## src/rtl/alu_pkg.sv

```systemverilog
// Shared opcode and state encodings for the handshaked ALU with iterative multiply/divide.
package alu_pkg;

   typedef enum logic [4:0] {
      OP_AND    = 5'b00000,
      OP_XOR    = 5'b00001,
      OP_SUB    = 5'b00010,
      OP_OR     = 5'b00011,
      OP_ADD    = 5'b00100,
      OP_SRA    = 5'b00111,
      OP_EQ     = 5'b01000,
      OP_SLL    = 5'b01001,
      OP_LUI    = 5'b01010,
      OP_SRL    = 5'b01100,
      OP_SLT    = 5'b01110,
      OP_MUL    = 5'b10000,
      OP_MULH   = 5'b10001,
      OP_MULHSU = 5'b10010,
      OP_MULHU  = 5'b10011,
      OP_DIV    = 5'b10100,
      OP_DIVU   = 5'b10101,
      OP_REM    = 5'b10110,
      OP_REMU   = 5'b10111
   } op_e;

   typedef enum logic [1:0] {
      IDLE = 2'd0,
      MUL  = 2'd1,
      DIV  = 2'd2,
      DONE = 2'd3
   } state_e;

   // Opcode bit positions; the divide family also uses bit 0 as "unsigned" and bit 1 as "remainder".
   localparam int M_GROUP_BIT    = 4;
   localparam int M_DIV_BIT      = 2;
   localparam int M_REM_BIT      = 1;
   localparam int M_UNSIGNED_BIT = 0;

   // Fill bits replicated across the word for the two divide corner cases.
   localparam logic DIV_ZERO_QUOT_FILL = 1'b1;
   localparam logic DIV_OVF_REM_FILL   = 1'b0;

endpackage

```

## src/rtl/alu_base.sv

```systemverilog
// Purely combinational evaluator for the single-cycle base operations.
module alu_base
   import alu_pkg::*;
#(
   parameter int DATA_WIDTH = 32
) (
   input  op_e                   i_op,
   input  logic [DATA_WIDTH-1:0] i_a,
   input  logic [DATA_WIDTH-1:0] i_b,
   output logic [DATA_WIDTH-1:0] o_result
);

   localparam int SHAMT_W = $clog2(DATA_WIDTH);

   logic [SHAMT_W-1:0] w_shamt;

   assign w_shamt = i_b[SHAMT_W-1:0];

   always_comb begin
      o_result = '0;
      case (i_op)
         OP_AND:  o_result = i_a & i_b;
         OP_XOR:  o_result = i_a ^ i_b;
         OP_SUB:  o_result = i_a - i_b;
         OP_OR:   o_result = i_a | i_b;
         OP_ADD:  o_result = i_a + i_b;
         OP_SRA:  o_result = $unsigned($signed(i_a) >>> w_shamt);
         OP_EQ:   o_result = {{(DATA_WIDTH-1){1'b0}}, (i_a == i_b)};
         OP_SLL:  o_result = i_a << w_shamt;
         OP_LUI:  o_result = i_b;
         OP_SRL:  o_result = i_a >> w_shamt;
         OP_SLT:  o_result = {{(DATA_WIDTH-1){1'b0}}, ($signed(i_a) < $signed(i_b))};
         default: o_result = '0;
      endcase
   end

endmodule

```

## src/rtl/alu_mdu.sv

```systemverilog
// Handshaked EX-stage ALU: base ops in one cycle, RV32M multiply/divide one bit per cycle.
module alu_mdu
   import alu_pkg::*;
#(
   parameter int DATA_WIDTH    = 32,
   parameter int OPCODE_LENGTH = 5,
   parameter int SHAMT_W       = $clog2(DATA_WIDTH)
) (
   input  logic                     clk,
   input  logic                     reset,
   input  logic                     in_valid,
   output logic                     in_ready,
   input  logic [OPCODE_LENGTH-1:0] Operation,
   input  logic [DATA_WIDTH-1:0]    SrcA,
   input  logic [DATA_WIDTH-1:0]    SrcB,
   output logic                     out_valid,
   input  logic                     out_ready,
   output logic [DATA_WIDTH-1:0]    ALUResult
);

   localparam int W  = DATA_WIDTH;
   localparam int W2 = 2 * DATA_WIDTH;
   localparam logic [SHAMT_W:0] COUNT_INIT = (SHAMT_W+1)'(DATA_WIDTH);
   localparam logic [SHAMT_W:0] COUNT_LAST = (SHAMT_W+1)'(1);
   localparam logic [W-1:0]     MOST_NEG   = {1'b1, {(W-1){1'b0}}};
   localparam logic [W-1:0]     QUOT_ZERO  = {W{DIV_ZERO_QUOT_FILL}};
   localparam logic [W-1:0]     REM_OVF    = {W{DIV_OVF_REM_FILL}};

   state_e            r_state;
   logic              r_inReady;
   logic              r_outValid;
   logic [W-1:0]      r_result;
   logic [SHAMT_W:0]  r_count;
   logic [W2-1:0]     r_acc;
   logic [W2-1:0]     r_mcand;
   logic [W-1:0]      r_mplier;
   logic [W-1:0]      r_rem;
   logic [W-1:0]      r_quot;
   logic [W-1:0]      r_divisor;
   logic [1:0]        r_opLow;
   logic              r_negate;
   logic              r_negRem;

   logic              w_isMulOp;
   logic              w_isDivOp;
   logic              w_signA;
   logic              w_signB;
   logic              w_negA;
   logic              w_negB;
   logic [W-1:0]      w_magA;
   logic [W-1:0]      w_magB;
   logic              w_divZero;
   logic              w_divOvf;
   logic [W-1:0]      w_cornerResult;
   logic [W-1:0]      w_baseResult;
   op_e               w_iterOp;
   logic [W2-1:0]     w_iterA;
   logic [W2-1:0]     w_iterB;
   logic [W2-1:0]     w_iterSum;
   logic [W:0]        w_divShift;
   logic              w_borrow;
   logic [W-1:0]      w_remNext;
   logic [W-1:0]      w_quotNext;
   logic [W2-1:0]     w_mulProduct;
   logic [W-1:0]      w_mulResult;
   logic [W-1:0]      w_divResult;

   assign in_ready  = r_inReady;
   assign out_valid = r_outValid;
   assign ALUResult = r_result;

   // Opcode decode: bit 3 set inside the M group is an undefined code and falls back to base timing.
   assign w_isMulOp = Operation[M_GROUP_BIT] & ~Operation[3] & ~Operation[M_DIV_BIT];
   assign w_isDivOp = Operation[M_GROUP_BIT] & ~Operation[3] &  Operation[M_DIV_BIT];

   // MULH is signed x signed, MULHSU signed x unsigned, MUL/MULHU unsigned; DIV/REM signed when bit 0 is clear.
   assign w_signA = w_isMulOp ? (Operation[1] ^ Operation[0]) : ~Operation[M_UNSIGNED_BIT];
   assign w_signB = w_isMulOp ? (Operation[1:0] == 2'b01)     : ~Operation[M_UNSIGNED_BIT];
   assign w_negA  = w_signA & SrcA[W-1];
   assign w_negB  = w_signB & SrcB[W-1];
   assign w_magA  = w_negA ? -SrcA : SrcA;
   assign w_magB  = w_negB ? -SrcB : SrcB;

   assign w_divZero = (SrcB == '0);
   assign w_divOvf  = ~Operation[M_UNSIGNED_BIT] & (SrcA == MOST_NEG) & (SrcB == '1);
   assign w_cornerResult = w_divZero ? (Operation[M_REM_BIT] ? SrcA : QUOT_ZERO)
                                     : (Operation[M_REM_BIT] ? REM_OVF : SrcA);

   alu_base #(.DATA_WIDTH(W)) u_baseAlu (
      .i_op     (op_e'(Operation)),
      .i_a      (SrcA),
      .i_b      (SrcB),
      .o_result (w_baseResult)
   );

   // One double-width adder serves both iterations: accumulate in MUL, trial subtract in DIV.
   assign w_divShift = {r_rem, r_quot[W-1]};
   assign w_iterOp   = (r_state == DIV) ? OP_SUB : OP_ADD;
   assign w_iterA    = (r_state == DIV) ? {{(W-1){1'b0}}, w_divShift} : r_acc;
   assign w_iterB    = (r_state == DIV) ? {{W{1'b0}}, r_divisor}
                                        : (r_mplier[0] ? r_mcand : '0);

   alu_base #(.DATA_WIDTH(W2)) u_iterAlu (
      .i_op     (w_iterOp),
      .i_a      (w_iterA),
      .i_b      (w_iterB),
      .o_result (w_iterSum)
   );

   assign w_borrow   = |w_iterSum[W2-1:W];
   assign w_remNext  = w_borrow ? w_divShift[W-1:0] : w_iterSum[W-1:0];
   assign w_quotNext = {r_quot[W-2:0], ~w_borrow};

   assign w_mulProduct = r_negate ? -w_iterSum : w_iterSum;
   assign w_mulResult  = (r_opLow != 2'b00) ? w_mulProduct[W2-1:W] : w_mulProduct[W-1:0];
   assign w_divResult  = r_opLow[1] ? (r_negRem ? -w_remNext  : w_remNext)
                                    : (r_negate ? -w_quotNext : w_quotNext);

   always_ff @(posedge clk) begin
      if (reset) begin
         r_state    <= IDLE;
         r_inReady  <= 1'b1;
         r_outValid <= 1'b0;
         r_result   <= '0;
         r_count    <= '0;
         r_acc      <= '0;
         r_mcand    <= '0;
         r_mplier   <= '0;
         r_rem      <= '0;
         r_quot     <= '0;
         r_divisor  <= '0;
         r_opLow    <= '0;
         r_negate   <= 1'b0;
         r_negRem   <= 1'b0;
      end else begin
         case (r_state)
            IDLE: begin
               if (in_valid) begin
                  r_inReady <= 1'b0;
                  r_opLow   <= Operation[1:0];
                  r_negate  <= w_negA ^ w_negB;
                  r_negRem  <= w_negA;
                  if (w_isMulOp) begin
                     r_acc    <= '0;
                     r_mcand  <= {{W{1'b0}}, w_magA};
                     r_mplier <= w_magB;
                     r_count  <= COUNT_INIT;
                     r_state  <= MUL;
                  end else if (w_isDivOp && (w_divZero || w_divOvf)) begin
                     r_result   <= w_cornerResult;
                     r_outValid <= 1'b1;
                     r_state    <= DONE;
                  end else if (w_isDivOp) begin
                     r_rem     <= '0;
                     r_quot    <= w_magA;
                     r_divisor <= w_magB;
                     r_count   <= COUNT_INIT;
                     r_state   <= DIV;
                  end else begin
                     r_result   <= w_baseResult;
                     r_outValid <= 1'b1;
                     r_state    <= DONE;
                  end
               end
            end
            MUL: begin
               r_acc    <= w_iterSum;
               r_mcand  <= r_mcand << 1;
               r_mplier <= r_mplier >> 1;
               r_count  <= r_count - 1'b1;
               if (r_count == COUNT_LAST) begin
                  r_result   <= w_mulResult;
                  r_outValid <= 1'b1;
                  r_state    <= DONE;
               end
            end
            DIV: begin
               r_rem   <= w_remNext;
               r_quot  <= w_quotNext;
               r_count <= r_count - 1'b1;
               if (r_count == COUNT_LAST) begin
                  r_result   <= w_divResult;
                  r_outValid <= 1'b1;
                  r_state    <= DONE;
               end
            end
            DONE: begin
               if (out_ready) begin
                  r_outValid <= 1'b0;
                  r_inReady  <= 1'b1;
                  r_state    <= IDLE;
               end
            end
            default: r_state <= IDLE;
         endcase
      end
   end

endmodule
```

## config.mk

```make
export PLATFORM = sky130hd
export DESIGN_NAME = alu_mdu
export DESIGN_NICKNAME = d
export VERILOG_FILES = /design/src/rtl/alu_pkg.sv /design/src/rtl/alu_base.sv /design/src/rtl/alu_mdu.sv
export SDC_FILE = /design/constraint.sdc
export NUM_CORES = 2
export LEC_CHECK = 0
export BUFFER_PORTS_ARGS = -buffer_cell sky130_fd_sc_hd__clkbuf_2
export CORE_ASPECT_RATIO = 1.75
export CORE_MARGIN = 2
export CORE_UTILIZATION = 59
export DETAILED_ROUTE_END_ITERATION = 12
export GPL_TIMING_DRIVEN = 0
export PLACE_DENSITY = 0.79
export SLEW_MARGIN = 20
export SYNTH_ARGS = -nofsm -noshare
export SYNTH_HDL_FRONTEND = slang
export SYNTH_SLANG_ARGS = --single-unit
```

## constraint.sdc

```tcl
create_clock -name clk -period 8.4 [get_ports clk]
set_input_delay 0.84 -clock clk [delete_from_list [all_inputs] [get_ports clk]]
set_output_delay 0.84 -clock clk [all_outputs]
set_load 0.02 [all_outputs]
```

==> run metrics, run 1 <==
status=aborted with a tool error; Stop stage=5_1_grt; stop err=[ERROR GRT-0116] Global routing finished with congestion. Check the congestion regions in the DRC Viewer.; Hold-fix buffers, CTS=0; row cnt=115; GRT Total Usage=90.2%; Ys Warns=0; dpl hpwl=168 mm; Starting Density=59.3%; Seq cells post-synth=302; RePlAce Congestion=1.46; H-tree depth=1; Async S/R FF share, synth=0%; largest net degree at the start of global routing=18; Synth Flop Type=dfxtp_1; Ports=107; chip width=183 um; post-synthesis area per instance=6.96 sq um; number of global-route vias before repair=51,500; clock root cell=clkbuf_16; Die H=318 um; Clock Path Buffers=3; Num CTS Buffers=29; synthesized cell area=33,200 sq um; # clock sinks=302; setup slack at placement=-3.90 ns; top post-synthesis cells by area=dfxtp_1 (18%), ha_1 (6.7%), nand2_1 (6.3%); Congestion Overflow GR=3,889; first-pass GRT wire length=404 mm; sequential area share after synthesis=18.2%; synth unique cells=97; IO Port Bufs=105; largest area contributor in the netlist=dfxtp_1; EDFF count, synth=0; post-synth top area share=18.2%; post-synth net total=5,026; Cells after Synth=4,773; Placed Instance Area=34,900 sq um
==> per-stage QoR <==
stage	setup TNS [ns]	std cells	hold WS, ns
after floorplan	0	4773	0.429
after global placement	-161.23	5580	0.441
after detailed placement	-140.41	5589	0.449
after CTS	-1.76	5719	0.457
==> Yosys cell counts, types with 17 or more instances <==
library cell and instances:
o22ai_1 32, a2111oi_0 19, or3_1 44, or4_1 22
xor2_1 56, o31ai_1 52, and3_1 31, ha_1 177
nand4_1 58, a21oi_1 398, inv_1 131, nand3_1 185
a221oi_1 30, nand2_1 555, buf_2 21, nor4_1 37
nor2_1 553, o211ai_1 55, xnor2_1 162, mux2i_1 69
a21o_1 83, a31oi_1 117, o21a_1 24, clkbuf_1 327
mux2_2 48, nor3_1 113, or2_2 29, o21bai_1 17
a22oi_1 104, o221ai_1 25, o21ai_0 339, nand2b_1 47
buf_1 29, mux4_2 49, and2_1 22, dfxtp_1 302
a221o_1 20, o41ai_1 18, a211oi_1 77, nor2b_1 48
o2111ai_1 26
==> routing by layer <==
layer / overflow / GRT usage (%)
met3: 49 / 66.1
met5: 7 / 26.4
met2: 2917 / 120
met4: 863 / 99.6
met1: 53 / 81.4
==> timing repair <==
item	in CTS
setup endpoints to repair	65
gates resized for setup	347
buffers inserted	87
pin swaps	81
gates cloned	1
==> kinds of logic after synthesis <==
logic type | after synthesis | synth area share, %
AND/OR/NAND/NOR | 1792 | 24.8
AO/OA/AOI/OAI | 1597 | 31.4
adder cells (fa/ha/maj) | 182 | 6.91
XOR/XNOR | 218 | 5.75
flip-flops | 302 | 18.2
buffers and inverters | 516 | 5.92
multiplexers | 166 | 7.03
==> run 2, diff against run 1 <==
--- a/config.mk
+++ b/config.mk
@@ -6,12 +6,11 @@
 export NUM_CORES = 2
 export LEC_CHECK = 0
 export BUFFER_PORTS_ARGS = -buffer_cell sky130_fd_sc_hd__clkbuf_2
-export CORE_ASPECT_RATIO = 1.75
 export CORE_MARGIN = 2
-export CORE_UTILIZATION = 59
+export CORE_UTILIZATION = 40
 export DETAILED_ROUTE_END_ITERATION = 12
 export GPL_TIMING_DRIVEN = 0
-export PLACE_DENSITY = 0.79
+export PLACE_DENSITY_LB_ADDON = 0.15
 export SLEW_MARGIN = 20
 export SYNTH_ARGS = -nofsm -noshare
 export SYNTH_HDL_FRONTEND = slang
==> constraint.sdc (replaced) <==
create_clock -name clk -period 10.9 [get_ports clk]
set_input_delay 1.09 -clock clk [delete_from_list [all_inputs] [get_ports clk]]
set_output_delay 1.09 -clock clk [all_outputs]
set_load 0.02 [all_outputs]
==> run 2 against run 1 <==
- the run now ends clean
- area after synthesis stayed put
- synthesized cell count stayed put
==> run metrics, run 2 <==
# clock sinks=302 (unchanged); Placed Instance Area=35,300 sq um (+1.1%); Buffers & Inverters on Critical Path=7; hold crit path type=reg2reg; CP max stage cell=or4_4; dpl hpwl=170 mm (+1.3%); Cells after Synth=4,773 (unchanged); Reg clk slew, reported paths=0.06 ns; Routed WL=214 mm; DRT Pass-1 Iters=8; share of cells above drive strength 1=9.27%; Startpoint Class=flip-flop; routed vias/inst=6.94; Die H=292 um (-8.1%); final hold viol count=0; RePlAce Congestion=1.16 (-20%); Fillers=8,840; final core utilization=45.1%; count leader, synth=nand2_1; Die ar.=85,300 sq um; DRT iter0 DRCs=6,003; Worst Max-Slew Pin Slew=1.26 ns; Final Cycle Share=99.0%; Slew Viols, Final=0; post-synth net total=5,026 (unchanged); Cells after DPL=5,953 (+6.5%); core footprint=82,100 sq um; Num CTS Buffers=39 (+34%); worst rel slew slack=15.8%; chip width=292 um (+59%); IO Port Bufs=105 (unchanged); Req. time, crit path=11.37 ns; leakage power=0.0140 uW; DRC=0; Largest regs=r_acc (64), r_mcand (64); initial antenna violation count=7; top post-synthesis cells by area=dfxtp_1 (18%), ha_1 (6.7%), nand2_1 (6.3%); post-synthesis area per instance=6.96 sq um (unchanged); clock root cell=clkbuf_16; Area Growth Syn to Fin=11.6%; leading cell type in the layout, fill and taps excluded=nand2_1; final setup fails=0; largest area contributor in the netlist=dfxtp_1; clock latency on the worst-skew pair=0.59 ns; synth unique cells=97 (unchanged); commonest non-fill, non-tap cells in the layout=nand2_1 (555), nor2_1 (550), a21oi_1 (397); post-synth top area share=18.2% (unchanged); Antenna Nets Post-Route=0; worst r2r src=r_mplier[0]; Tmin final=10.79 ns; Data arrival, critical path=11.26 ns; setup TNS=0 ns; Clock Skews=0.0231 ns; CP most frequent cell=clkbuf_1; Critical Path Fanout Max=10; Worst path max stage delay=0.69 ns; WS Path Type=reg2reg; Max VDD drop=0.000150 V; total vias in the final route=41,900; Synth Flop Type=dfxtp_1; number of global-route vias before repair=38,600; Ys Warns=0 (unchanged); post-route cell area=37,100 sq um; Starting Density=40.4% (-19 points); H-tree depth=2 (+1); Async S/R FF share, synth=0% (unchanged); Final nets=5,186; f_max=0.0926 GHz; Congestion Overflow GR=0; CP endpoint kind=flip-flop; GRT Total Usage=48.3%; average wire per standard cell=35.4 um; synthesized cell area=33,200 sq um (unchanged); largest net degree at the start of global routing=14; CP top delay family=simple AND/OR/NAND/NOR gates; top post-synthesis cells by count=nand2_1 (555), nor2_1 (553), a21oi_1 (398); sequential area share after synthesis=18.2% (unchanged); first-pass GRT wire length=296 mm; CTS tree=built; status=finished clean; Seq cells post-synth=302 (unchanged); Critical Path Source=r_mplier[0]; hold wc startpoint=r_mcand[33]; Ports=107 (unchanged); maxcap violations=0; Clock Path Buffers=3 (unchanged); Cell Count, Final, Fillers Out=6,038; row cnt=105 (-8.7%); EDFF count, synth=0 (unchanged); RSZ-0062 raised after global routing=false; Pwr per Cell Area=230 nW/um^2
## run 2: cell counts after synthesis
No cell type changed its count.
## run 2: cell families after synthesis
group / count (synthesis) / share of synthesized area [%]
multiplexers: 166 / 7.03
XOR/XNOR: 218 / 5.75
adder cells (fa/ha/maj): 182 / 6.91
buffers and inverters: 516 / 5.92
AND/OR/NAND/NOR: 1792 / 24.8
AO/OA/AOI/OAI: 1597 / 31.4
flip-flops: 302 / 18.2
## run 2: path summary, 6_finish.rpt
kind	end	slack, ns	cells after the start
setup / recovery	ALUResult[24]	0.11	31
hold / removal	r_mcand[33]	0.47	2
setup reg to reg	ALUResult[24]	0.11	31
hold reg to reg	r_mcand[33]	0.47	2
## run 2: report_power, final
| part | switching [uW] | total (uW) | leakage [uW] | internal, uW |
|---|---|---|---|---|
| combinational | 4370 | 5880 | 0.0109 | 1510 |
| sequential | 147 | 1350 | 0.00244 | 1210 |
| clock | 578 | 1310 | 0.000604 | 729 |
| total | 5090 | 8540 | 0.0140 | 3440 |
## run 2: area by class of cell
class	instances	area [sq um]	area share (%)
clock inverters	18	179	0.483
multi-input cells	3955	25800	69.5
diodes	7	17.5	0.0473
flip-flops and latches	302	6050	16.3
inverters	138	526	1.42
plain buffers	375	1470	3.96
repair buffers	122	681	1.84
well taps	1070	1340	3.61
clock buffers	51	1040	2.81
## run 2: routing by layer
metal	part of all wire (%)	GRT usage, %
met2	42	72.8
met4	12	46.4
met3	10	11.7
met1	36	55.8
met5	0.020	0
## run 2: timing repair
action                                  CTS  global route
endpoints found under the setup margin   40            11
buffers inserted                          3             9
pin swaps                                 4             9
gates resized for setup                  52            53
hold buffers                              0             0
## run 2: tightest hold or removal path: cells and delay by family (launching register included)
kind               cells  cell delay [ns]
and+or+nand+nor        1             0.06
AOI/OAI and AO/OA      1             0.05
DFF                    1             0.32
## run 2: through the flow
step	setup WS [ns]	power, uW	hold WS (ns)
6_report	0.106	8540	0.471
5_1_grt	0.0105	8650	0.494
4_1_cts	0.0408	8080	0.471
3_5_place_dp	-2.54	6720	0.457
3_3_place_gp	-2.89	6710	0.454
2_1_floorplan	2.15	4360	0.429
No activity file was read; power rests on OpenSTA's default activity.
